--- src/rtl/wash_pkg.sv ---
// Shared types and defaults for the washing-machine sequencer.
// The state encoding doubles as the PHASE debug output.
package wash_pkg;

    typedef enum logic [2:0] {
        ST_IDLE  = 3'd0,
        ST_LOAD  = 3'd1,
        ST_WASH  = 3'd2,
        ST_RINSE = 3'd3,
        ST_DRY   = 3'd4,
        ST_DONE  = 3'd5
    } state_t;

    localparam int PHASE_W          = 3;
    localparam int DEF_TIMER_W      = 12;
    localparam int DEF_WASH_TICKS   = 3600;
    localparam int DEF_RINSE_TICKS  = 1800;
    localparam int DEF_DRY_TICKS    = 2400;
    localparam int DEF_MAX_REWASH   = 2;
    localparam int DEF_MAX_REDRY    = 2;

endpackage

--- src/rtl/wash_phase_timer.sv ---
// Shared down-counting phase timer: reloaded on each phase entry,
// `last` flags the final cycle of the phase (count reached zero).
module wash_phase_timer #(
    parameter int TIMER_W = 12
) (
    input  logic             CLK,
    input  logic             nRESET,
    input  logic             load,
    input  logic [TIMER_W:0] load_val,
    output logic             last
);

    localparam logic [TIMER_W:0] ONE = {{TIMER_W{1'b0}}, 1'b1};

    logic [TIMER_W:0] cnt_q;
    logic [TIMER_W:0] cnt_d;

    always_comb begin
        cnt_d = cnt_q;
        if (load) begin
            cnt_d = load_val;
        end else if (cnt_q != '0) begin
            cnt_d = cnt_q - ONE;
        end
    end

    always_ff @(posedge CLK) begin
        if (!nRESET) begin
            cnt_q <= '0;
        end else begin
            cnt_q <= cnt_d;
        end
    end

    assign last = (cnt_q == '0);

endmodule

--- src/rtl/wash_cycle_ctrl.sv ---
// Washing-machine sequencer: load sizing, wash, rinse, dry, done with
// bounded rewash/redry retries, level-sensitive abort on START low.
module wash_cycle_ctrl
    import wash_pkg::*;
#(
    parameter int TIMER_W     = DEF_TIMER_W,
    parameter int WASH_TICKS  = DEF_WASH_TICKS,
    parameter int RINSE_TICKS = DEF_RINSE_TICKS,
    parameter int DRY_TICKS   = DEF_DRY_TICKS,
    parameter int MAX_REWASH  = DEF_MAX_REWASH,
    parameter int MAX_REDRY   = DEF_MAX_REDRY
) (
    input  logic               CLK,
    input  logic               nRESET,
    input  logic               START,
    input  logic               MEDIUMIn,
    input  logic               LARGEIn,
    input  logic               DIRTY,
    input  logic               WET,
    output logic               MEDIUMOut,
    output logic               LARGEOut,
    output logic               WASH,
    output logic               RINSE,
    output logic               DRY,
    output logic               DONE,
    output logic [PHASE_W-1:0] PHASE
);

    // Timer holds ticks-1 so that a phase lasts exactly `ticks` cycles.
    localparam logic [TIMER_W:0] WASH_M_LD = (TIMER_W+1)'(WASH_TICKS - 1);
    localparam logic [TIMER_W:0] WASH_L_LD = (TIMER_W+1)'(2 * WASH_TICKS - 1);
    localparam logic [TIMER_W:0] RINSE_LD  = (TIMER_W+1)'(RINSE_TICKS - 1);
    localparam logic [TIMER_W:0] DRY_LD    = (TIMER_W+1)'(DRY_TICKS - 1);

    localparam int REW_W = (MAX_REWASH < 1) ? 1 : $clog2(MAX_REWASH + 1);
    localparam int RED_W = (MAX_REDRY < 1) ? 1 : $clog2(MAX_REDRY + 1);
    localparam logic [REW_W-1:0] REW_MAX = REW_W'(MAX_REWASH);
    localparam logic [RED_W-1:0] RED_MAX = RED_W'(MAX_REDRY);
    localparam logic [REW_W-1:0] REW_ONE = {{(REW_W-1){1'b0}}, 1'b1};
    localparam logic [RED_W-1:0] RED_ONE = {{(RED_W-1){1'b0}}, 1'b1};

    state_t           state_q, state_d;
    logic             medium_q, medium_d;
    logic             large_q, large_d;
    logic [REW_W-1:0] rewash_q, rewash_d;
    logic [RED_W-1:0] redry_q, redry_d;
    logic             tmr_load;
    logic [TIMER_W:0] tmr_val;
    logic             tmr_last;
    logic [TIMER_W:0] wash_ld;

    assign wash_ld = large_q ? WASH_L_LD : WASH_M_LD;

    wash_phase_timer #(
        .TIMER_W (TIMER_W)
    ) u_timer (
        .CLK      (CLK),
        .nRESET   (nRESET),
        .load     (tmr_load),
        .load_val (tmr_val),
        .last     (tmr_last)
    );

    always_ff @(posedge CLK) begin
        if (!nRESET) begin
            state_q  <= ST_IDLE;
            medium_q <= 1'b0;
            large_q  <= 1'b0;
            rewash_q <= '0;
            redry_q  <= '0;
        end else begin
            state_q  <= state_d;
            medium_q <= medium_d;
            large_q  <= large_d;
            rewash_q <= rewash_d;
            redry_q  <= redry_d;
        end
    end

    always_comb begin
        state_d  = state_q;
        medium_d = medium_q;
        large_d  = large_q;
        rewash_d = rewash_q;
        redry_d  = redry_q;
        tmr_load = 1'b0;
        tmr_val  = '0;
        if (!START) begin
            // Abort from any state; timer is forced back to zero as well.
            state_d  = ST_IDLE;
            medium_d = 1'b0;
            large_d  = 1'b0;
            rewash_d = '0;
            redry_d  = '0;
            tmr_load = 1'b1;
        end else begin
            unique case (state_q)
                ST_IDLE: begin
                    if (MEDIUMIn || LARGEIn) begin
                        state_d  = ST_LOAD;
                        large_d  = LARGEIn;
                        medium_d = MEDIUMIn && !LARGEIn;
                    end
                end
                ST_LOAD: begin
                    state_d  = ST_WASH;
                    tmr_load = 1'b1;
                    tmr_val  = wash_ld;
                end
                ST_WASH: begin
                    if (tmr_last) begin
                        state_d  = ST_RINSE;
                        tmr_load = 1'b1;
                        tmr_val  = RINSE_LD;
                    end
                end
                ST_RINSE: begin
                    if (tmr_last) begin
                        tmr_load = 1'b1;
                        if (DIRTY && (rewash_q < REW_MAX)) begin
                            rewash_d = rewash_q + REW_ONE;
                            state_d  = ST_WASH;
                            tmr_val  = wash_ld;
                        end else begin
                            state_d  = ST_DRY;
                            tmr_val  = DRY_LD;
                        end
                    end
                end
                ST_DRY: begin
                    if (tmr_last) begin
                        if (WET && (redry_q < RED_MAX)) begin
                            redry_d  = redry_q + RED_ONE;
                            tmr_load = 1'b1;
                            tmr_val  = DRY_LD;
                        end else begin
                            state_d  = ST_DONE;
                        end
                    end
                end
                ST_DONE: begin
                    state_d = ST_DONE;
                end
                default: begin
                    state_d = ST_IDLE;
                end
            endcase
        end
    end

    always_comb begin
        PHASE     = state_q;
        MEDIUMOut = medium_q;
        LARGEOut  = large_q;
        WASH      = (state_q == ST_WASH);
        RINSE     = (state_q == ST_RINSE);
        DRY       = (state_q == ST_DRY);
        DONE      = (state_q == ST_DONE);
    end

endmodule
--- config.mk ---
export PLATFORM = sky130hd
export DESIGN_NAME = wash_cycle_ctrl
export DESIGN_NICKNAME = d
export VERILOG_FILES = /design/src/rtl/wash_pkg.sv /design/src/rtl/wash_phase_timer.sv /design/src/rtl/wash_cycle_ctrl.sv
export SDC_FILE = /design/constraint.sdc
export NUM_CORES = 1
export LEC_CHECK = 0
export ABC_AREA = 1
export CELL_PAD_IN_SITES_DETAIL_PLACEMENT = 0
export CELL_PAD_IN_SITES_GLOBAL_PLACEMENT = 1
export CORE_ASPECT_RATIO = 2
export CORE_MARGIN = 2
export CORE_UTILIZATION = 30
export CTS_BUF_LIST = sky130_fd_sc_hd__clkbuf_2
export DETAILED_ROUTE_END_ITERATION = 8
export DONT_BUFFER_PORTS = 1
export HOLD_SLACK_MARGIN = 0.1
export PLACE_DENSITY_LB_ADDON = 0.15
export SLEW_MARGIN = 20
export SYNTH_ARGS = -nofsm -noshare
export SYNTH_HDL_FRONTEND = slang
export SYNTH_SLANG_ARGS = --single-unit
--- constraint.sdc ---
create_clock -name CLK -period 1.9 [get_ports CLK]
set_clock_uncertainty 0.05 [all_clocks]
set_input_delay 0.19 -clock CLK [delete_from_list [all_inputs] [get_ports CLK]]
set_output_delay 0.19 -clock CLK [all_outputs]
set_load 0.02 [all_outputs]
==> results.md, run 1 <==
- Worst path arrival time: between 2000 and 2500 ps
- Clock buffer depth: 2
- Syn Inst Count: roughly 210
- Placed cells: 279
- Failing checks: hold timing
- Synth unique cells: 33
- Critical Path Sink Type: flop
- Fmax achieved: between 500 and 600 MHz
- Die X: approximately 54 um
- Syn nets: 222
- Nets: about 250
- Share of cells above drive strength 1: 24.27%
- H-Tree Level Count: 1
- Worst setup SP type: flop
- R2r worst-path depth: 9
- Post-DP HPWL: 3522 um
- Internal: between 0.0015 and 0.002 W
- Pins over their slew limit: 0
- Critical path required time: 2150 ps
- Clock tree root driver cell: clkbuf_2
- Largest cells by area after synthesis: dfxtp_1 30%, nand2_1 12%, nor2_1 9.4%, inv_1 7.4%, xor2_1 4.1%
- Num CTS Buffers: 3
- Reg2Reg Capture Point: u_timer.cnt_q[0]
- Synthesized flop and latch total: 22
- # Max-Cap Violations: 0
- FF-to-FF setup slack: 120 ps
- Clock slew at reported path FFs: about 250 ps
- Post-detailed-route via-to-cell ratio: ~4.8
- Total die area: ~5500 um2
- Combinational power share: between 70% and 80%
- Layout area overhead: 21.57%
- Hold Buf Count CTS: 5
- Switch share: between 50 and 60%
- Clock Sinks: 22
- Seq pwr share: between 10% and 20%
- Setup violations, final: 0
- Synth Warn #: 0
- Drt drc: 0
- Share of async-settable or async-resettable flops after synthesis: 0%
- Iter 0 DRT Violations: 26
- Hold Vio Cnt, Final: 8
- Relative slew slack: between 70% and 80%
- Placed cell area: 1609 um2
- Final Instance Count excl. Fillers: just under 300
- TritonRoute pass-1 iters: 4
- Number of synthesized flops with an enable pin: 0
- Routed Antenna Nets: 0
- Post-place setup slack: just over 1 ps
- Top Ports: 16
- Die Y: approximately 100 um
- RePlAce Congestion: around 0.80
- Hold EP: u_timer.cnt_q[2]
- Leakage: ~0.85 nW
- Final worst-path cycle share: a little over nine tenths
- Worst r2r src: u_timer.cnt_q[1]
- Post-Route WL: approximately 4300 um
- WHS: -112.1 ps
- Syn_area_per_cell: around 6.9 um2
- PD cells: between 1500 and 2000 nW/um2
- Critical path class: reg -> reg
- GR Overflow Total: 0
- Slew @ Worst Pin: approximately 400 ps
- Max IR drop VDD: 0.8399 mV
- Vias in the first global route: roughly 1,500
- Area fraction of the dominant cell type after synthesis: between 20% and 30%
- Clock power share: 9.7%
- Mapped Area: 1479 um2
- NetSw: 0.001850 W
- Hold path depth: 2
- Critical-path maximum fanout: 9
- Starting Density: 30.69%
- Final min period: ~1800 ps
- Initial antenna violation count: 0
- Number of port buffers: 0
- Core Region: approximately 4800 um2
- Global-route wire length before repair: between 7000 and 8000 um
- Fillers: roughly 530
- Fin area: 1798 um2
- Worst min path class: in -> reg
- Number of diodes: 0
- Main flop type after synthesis: dfxtp_1
- Clock Latency Late Sink: approximately 370 ps
- Vias: approximately 1,400
- Register area share after synthesis: between 20% and 30%
- Routed len/inst: about 14 um
- Outcome: complete, but fails checks
- Gr usage total: a little under a fifth
- FP Rows: 36
- CTS tree: built
- Final WS setup: about 120 ps
- Area leader, netlist: dfxtp_1
- HP Start: START
- Largest net degree at the start of global routing: 14
[through the flow]
stage | TNS, ps | util (%) | hold WS, ps | total power, W
floorplan | 0 | - | 264.9 | 0.002426
global placement | 0 | 33.39 | 273.5 | 0.002927
detailed placement | 0 | 33.39 | 279.9 | 0.002909
CTS | 0 | 35.54 | -125.3 | 0.003334
global route | -2.178 | 37.31 | -127.8 | 0.003898
finish | 0 | 37.31 | -112.1 | 0.003585
[layout by cell type, fill, tap and decap left out, drive strengths merged]
| cell type | n |
|---|---|
| a211oi | 2 |
| a21oi | 7 |
| a31o | 1 |
| a31oi | 2 |
| buf | 18 |
| bufinv | 1 |
| clkbuf | 3 |
| dfxtp | 22 |
| dlygate4sd3 | 5 |
| ha | 1 |
| inv | 32 |
| nand2 | 51 |
| nand3 | 16 |
| nand3b | 3 |
| nand4 | 3 |
| nor2 | 50 |
| nor3 | 1 |
| nor3b | 2 |
| o21a | 1 |
| o21ai | 8 |
| o21bai | 3 |
| xor2 | 7 |
[cells in the mapped netlist (2+ instances only)]
master	n
nand3b_1	3
nor2_1	37
nand2_1	46
o21bai_1	3
xor2_1	7
nor2_2	8
nand2_4	2
dfxtp_1	22
o21ai_1	2
nand4_1	3
nand2_2	3
a21oi_1	6
o21ai_0	5
a31oi_1	2
inv_2	3
nand3_2	3
nand3_4	3
nand3_1	10
inv_1	29
nor2_4	4
[worst max-delay path: stages (launching register included)]
cell and delay, ps:
dfxtp_1 360, inv_1 110, ha_4 170, nand2_2 120, nor2_8 220, nand2_8 110, xor2_1 200, inv_1 70
o21ai_1 220, nor2_1 70
[registers in the layout, summed over array words and instances (netlist names)]
name           flops
MEDIUMOut          1
u_timer.cnt_q     13
LARGEOut           1
redry_q            2
PHASE              3
rewash_q           2
[cells by family after synthesis]
logic type / count (synthesis) / synth area share [%]
adders and majority gates: 1 / 0.8459
and+or+nand+nor: 126 / 45.09
buffers and inverters: 34 / 9.221
xor gates and xnor gates: 7 / 4.146
DFF: 22 / 29.78
AOI/OAI and AO/OA: 24 / 10.91
[power by group through the flow]
stage | Combinational (W) | Sequential, W | Clock, W
global placement | 0.00222 | 0.000710 | 0
finish | 0.00254 | 0.000703 | 0.000346
floorplan | 0.00172 | 0.000704 | 0
CTS | 0.00228 | 0.000697 | 0.000355
detailed placement | 0.00220 | 0.000708 | 0
global route | 0.00281 | 0.000715 | 0.000368
[how the worst max path moves through the flow]
stage | from | end | slack, ps | depth (start not counted)
2_1_floorplan | PHASE[1] | u_timer.cnt_q[10] | 190 | 9
3_3_place_gp | u_timer.cnt_q[0] | u_timer.cnt_q[0] | 40 | 9
3_5_place_dp | u_timer.cnt_q[0] | u_timer.cnt_q[0] | 1 | 9
4_1_cts | u_timer.cnt_q[0] | u_timer.cnt_q[10] | 5 | 11
5_1_grt | PHASE[2] | u_timer.cnt_q[10] | -2 | 9
6_report | u_timer.cnt_q[1] | u_timer.cnt_q[0] | 120 | 9
[area by class of cell]
class	instances	area, um2	share of cell area (%)
inverters	32	122.6	6.820
clock inverters	1	30.03	1.670
well taps	57	71.32	3.967
repair buffers	23	185.2	10.30
multi-input cells	158	933.4	51.91
clock buffers	3	15.01	0.8351
flip-flops and latches	22	440.4	24.50
[timing repair]
item / CTS / global route
buffers inserted: 0 / 8
resized for setup: 1 / 7
pin swaps: 1 / 4
hold endpoints to repair: 16 / 11
setup endpoints to repair: 2 / 11
[routing by layer]
metal	track usage [%]	vias up	routed length, um	share of wire, %
met5	0	-	0	0
met4	10.06	0	134	3.1
met3	2.011	11	108	2.5
met2	36.94	29	2605	61
met1	16.18	655	1420	33
li1	-	724	-	-
(Power assumes the default switching activity.)
==> run 2, diff against run 1 <==
--- a/config.mk
+++ b/config.mk
@@ -9,13 +9,14 @@
 export CELL_PAD_IN_SITES_DETAIL_PLACEMENT = 0
 export CELL_PAD_IN_SITES_GLOBAL_PLACEMENT = 1
 export CORE_ASPECT_RATIO = 2
-export CORE_MARGIN = 2
-export CORE_UTILIZATION = 30
+export CORE_MARGIN = 3
+export CORE_UTILIZATION = 40
 export CTS_BUF_LIST = sky130_fd_sc_hd__clkbuf_2
 export DETAILED_ROUTE_END_ITERATION = 8
 export DONT_BUFFER_PORTS = 1
 export HOLD_SLACK_MARGIN = 0.1
 export PLACE_DENSITY_LB_ADDON = 0.15
+export RECOVER_POWER = 50
 export SLEW_MARGIN = 20
 export SYNTH_ARGS = -nofsm -noshare
 export SYNTH_HDL_FRONTEND = slang
==> results.md, run 2 (synthesis results as in run 1) <==
- Outcome: complete, no violations
- Fmax achieved: 563.0 MHz (+0.37%)
- Post-Route WL: 3777 um (-12%)
- Commonest cells after routing, fill and taps aside: 45 x nand2_1, 36 x nor2_1, 29 x inv_1
- Placed cell area: 1583 um2 (-1.6%)
- Worst setup SP type: flop
- Relative slew slack: 68.44% (-4.8 points)
- Post-detailed-route via-to-cell ratio: 4.914 (+2.5%)
- PD cells: 1833 nW/um2 (-8.1%)
- Die Y: 91.99 um (-11%)
- Vias in the first global route: 1,415 (-4.8%)
- Initial antenna violation count: 0 (unchanged)
- WHS: 134.7 ps (+246.8 ps)
- GR Overflow Total: 0 (unchanged)
- # Max-Cap Violations: 0 (unchanged)
- Critical path class: reg -> out
- CP Cell Sequence: inv_1 -> nor2_2 -> inv_1 -> nor2_1 -> buf_4 -> buf_4
- Fillers: 381 (-28%)
- Max IR drop VDD: 0.7817 mV (-6.9%)
- Nets: 240 (-3.2%)
- Worst min path class: in -> reg
- Largest net degree at the start of global routing: 13 (-1)
- Slew @ Worst Pin: 473.4 ps (+73.40 ps)
- Final min period: 1776 ps (-6.557 ps)
- Clock Sinks: 22 (unchanged)
- Worst path arrival time: 1540 ps (-490 ps)
- Routed Antenna Nets: 0 (unchanged)
- Final WS setup: 123.9 ps (+6.557 ps)
- Critical path required time: 1660 ps (-490 ps)
- Layout area overhead: 14.72%
- Max FFs per register: 13 (unchanged)
- Gr usage total: 18.90% (+0.61 points)
- Share of cells above drive strength 1: 20.35% (-3.9 points)
- Pins over their slew limit: 0 (unchanged)
- Total die area: 4507 um2 (-19%)
- Routed len/inst: 13.54 um (-6.1%)
- Number of diodes: 0 (unchanged)
- Clock buffer depth: 2 (unchanged)
- Num CTS Buffers: 3 (unchanged)
- Top Ports: 16 (unchanged)
- Critical-path maximum fanout: 4 (-5)
- Number of port buffers: 0 (unchanged)
- Post-place setup slack: 122.6 ps (+121.6 ps)
- RePlAce Congestion: 0.8275 (+4.0%)
- Final worst-path cycle share: 93.48% (-0.35 points)
- CTS tree: built
- Drt drc: 0 (unchanged)
- Top reg by flops: u_timer.cnt_q
- H-Tree Level Count: 1 (unchanged)
- Clock tree root driver cell: clkbuf_2
- Starting Density: 42.83% (+12 points)
- TritonRoute pass-1 iters: 4 (unchanged)
- Setup violations, final: 0 (unchanged)
- Fin area: 1697 um2 (-5.6%)
- Most common cell after layout, fill and taps aside: nand2_1
- Final Instance Count excl. Fillers: 279 (-5.7%)
- Global-route wire length before repair: 6458 um (-9.2%)
- Iter 0 DRT Violations: 27 (+3.8%)
- Hold Vio Cnt, Final: 0 (-8)
- Clock slew at reported path FFs: 220 ps (-30 ps)
- Vias: 1,371 (-3.4%)
- Die X: 49.00 um (-8.7%)
- Core Region: 3453 um2 (-28%)
- RSZ-0062 raised after global routing: yes
- Crit-path max cell delay: 400 ps (+40 ps)
- Clock Latency Late Sink: 350 ps (-20 ps)
- Leakage: 0.7924 nW (-6.3%)
- Post-DP HPWL: 3097 um (-12%)
- Placed cells: 268 (-3.9%)
- Critical Path Slowest Stage Cell: dfxtp_1
- FP Rows: 30 (-17%)
- Critical Path Sink Type: primary output
==> run 2: critical path, delay by kind of cell, from the launching register on <==
| kind | cells | cell delay, ps |
|---|---|---|
| flops | 1 | 400 |
| simple gates | 2 | 310 |
| buf+inv | 4 | 480 |
==> run 2: per-stage QoR <==
stage / util, % / setup TNS, ps / total power (W)
floorplan: - / 0 / 0.002426
global placement: 45.83 / 0 / 0.002822
detailed placement: 45.83 / 0 / 0.002815
CTS: 48.12 / 0 / 0.003039
global route: 49.13 / -3.586 / 0.003443
finish: 49.13 / 0 / 0.003109
==> run 2: what timing repair did <==
action / CTS / global route
buffers inserted: 0 / 1
hold buffers: 6 / 0
endpoints found under the hold margin: 15 / 0
gates resized for setup: 0 / 7
endpoints found under the setup margin: 0 / 4
==> run 2: final cells by class <==
class	count	area, um2	share of cell area [%]
clock buffer	3	15.01	0.8850
clock inverter	1	3.754	0.2212
inverter	32	120.1	7.080
multi-input combinational	158	933.4	55.01
sequential	22	440.4	25.96
tap	48	60.06	3.540
timing repair buffer	15	123.9	7.301
==> run 2: power breakdown <==
group | internal [W] | switching (W) | total, W
Combinational | 0.000756 | 0.00146 | 0.00221
Clock | 0.0000457 | 0.000155 | 0.000200
Sequential | 0.000588 | 0.000108 | 0.000696
==> run 2: worst paths after layout <==
kind | startpoint | endpoint | slack [ps] | depth (start not counted)
hold / removal | MEDIUMIn | PHASE[1] | 130 | 4
hold reg to reg | redry_q[1] | redry_q[1] | 460 | 2
setup reg to reg | PHASE[2] | MEDIUMOut | 130 | 8
setup / recovery | PHASE[1] | WASH | 120 | 6
==> run 2: per-layer routing <==
layer / vias to the layer above / share of wire (%) / global-route usage [%]
met5: - / 0 / 0
met2: 31 / 57 / 37.61
met4: 0 / 4.6 / 9.739
met1: 619 / 35 / 17.68
met3: 13 / 2.9 / 2.764
li1: 708 / - / -
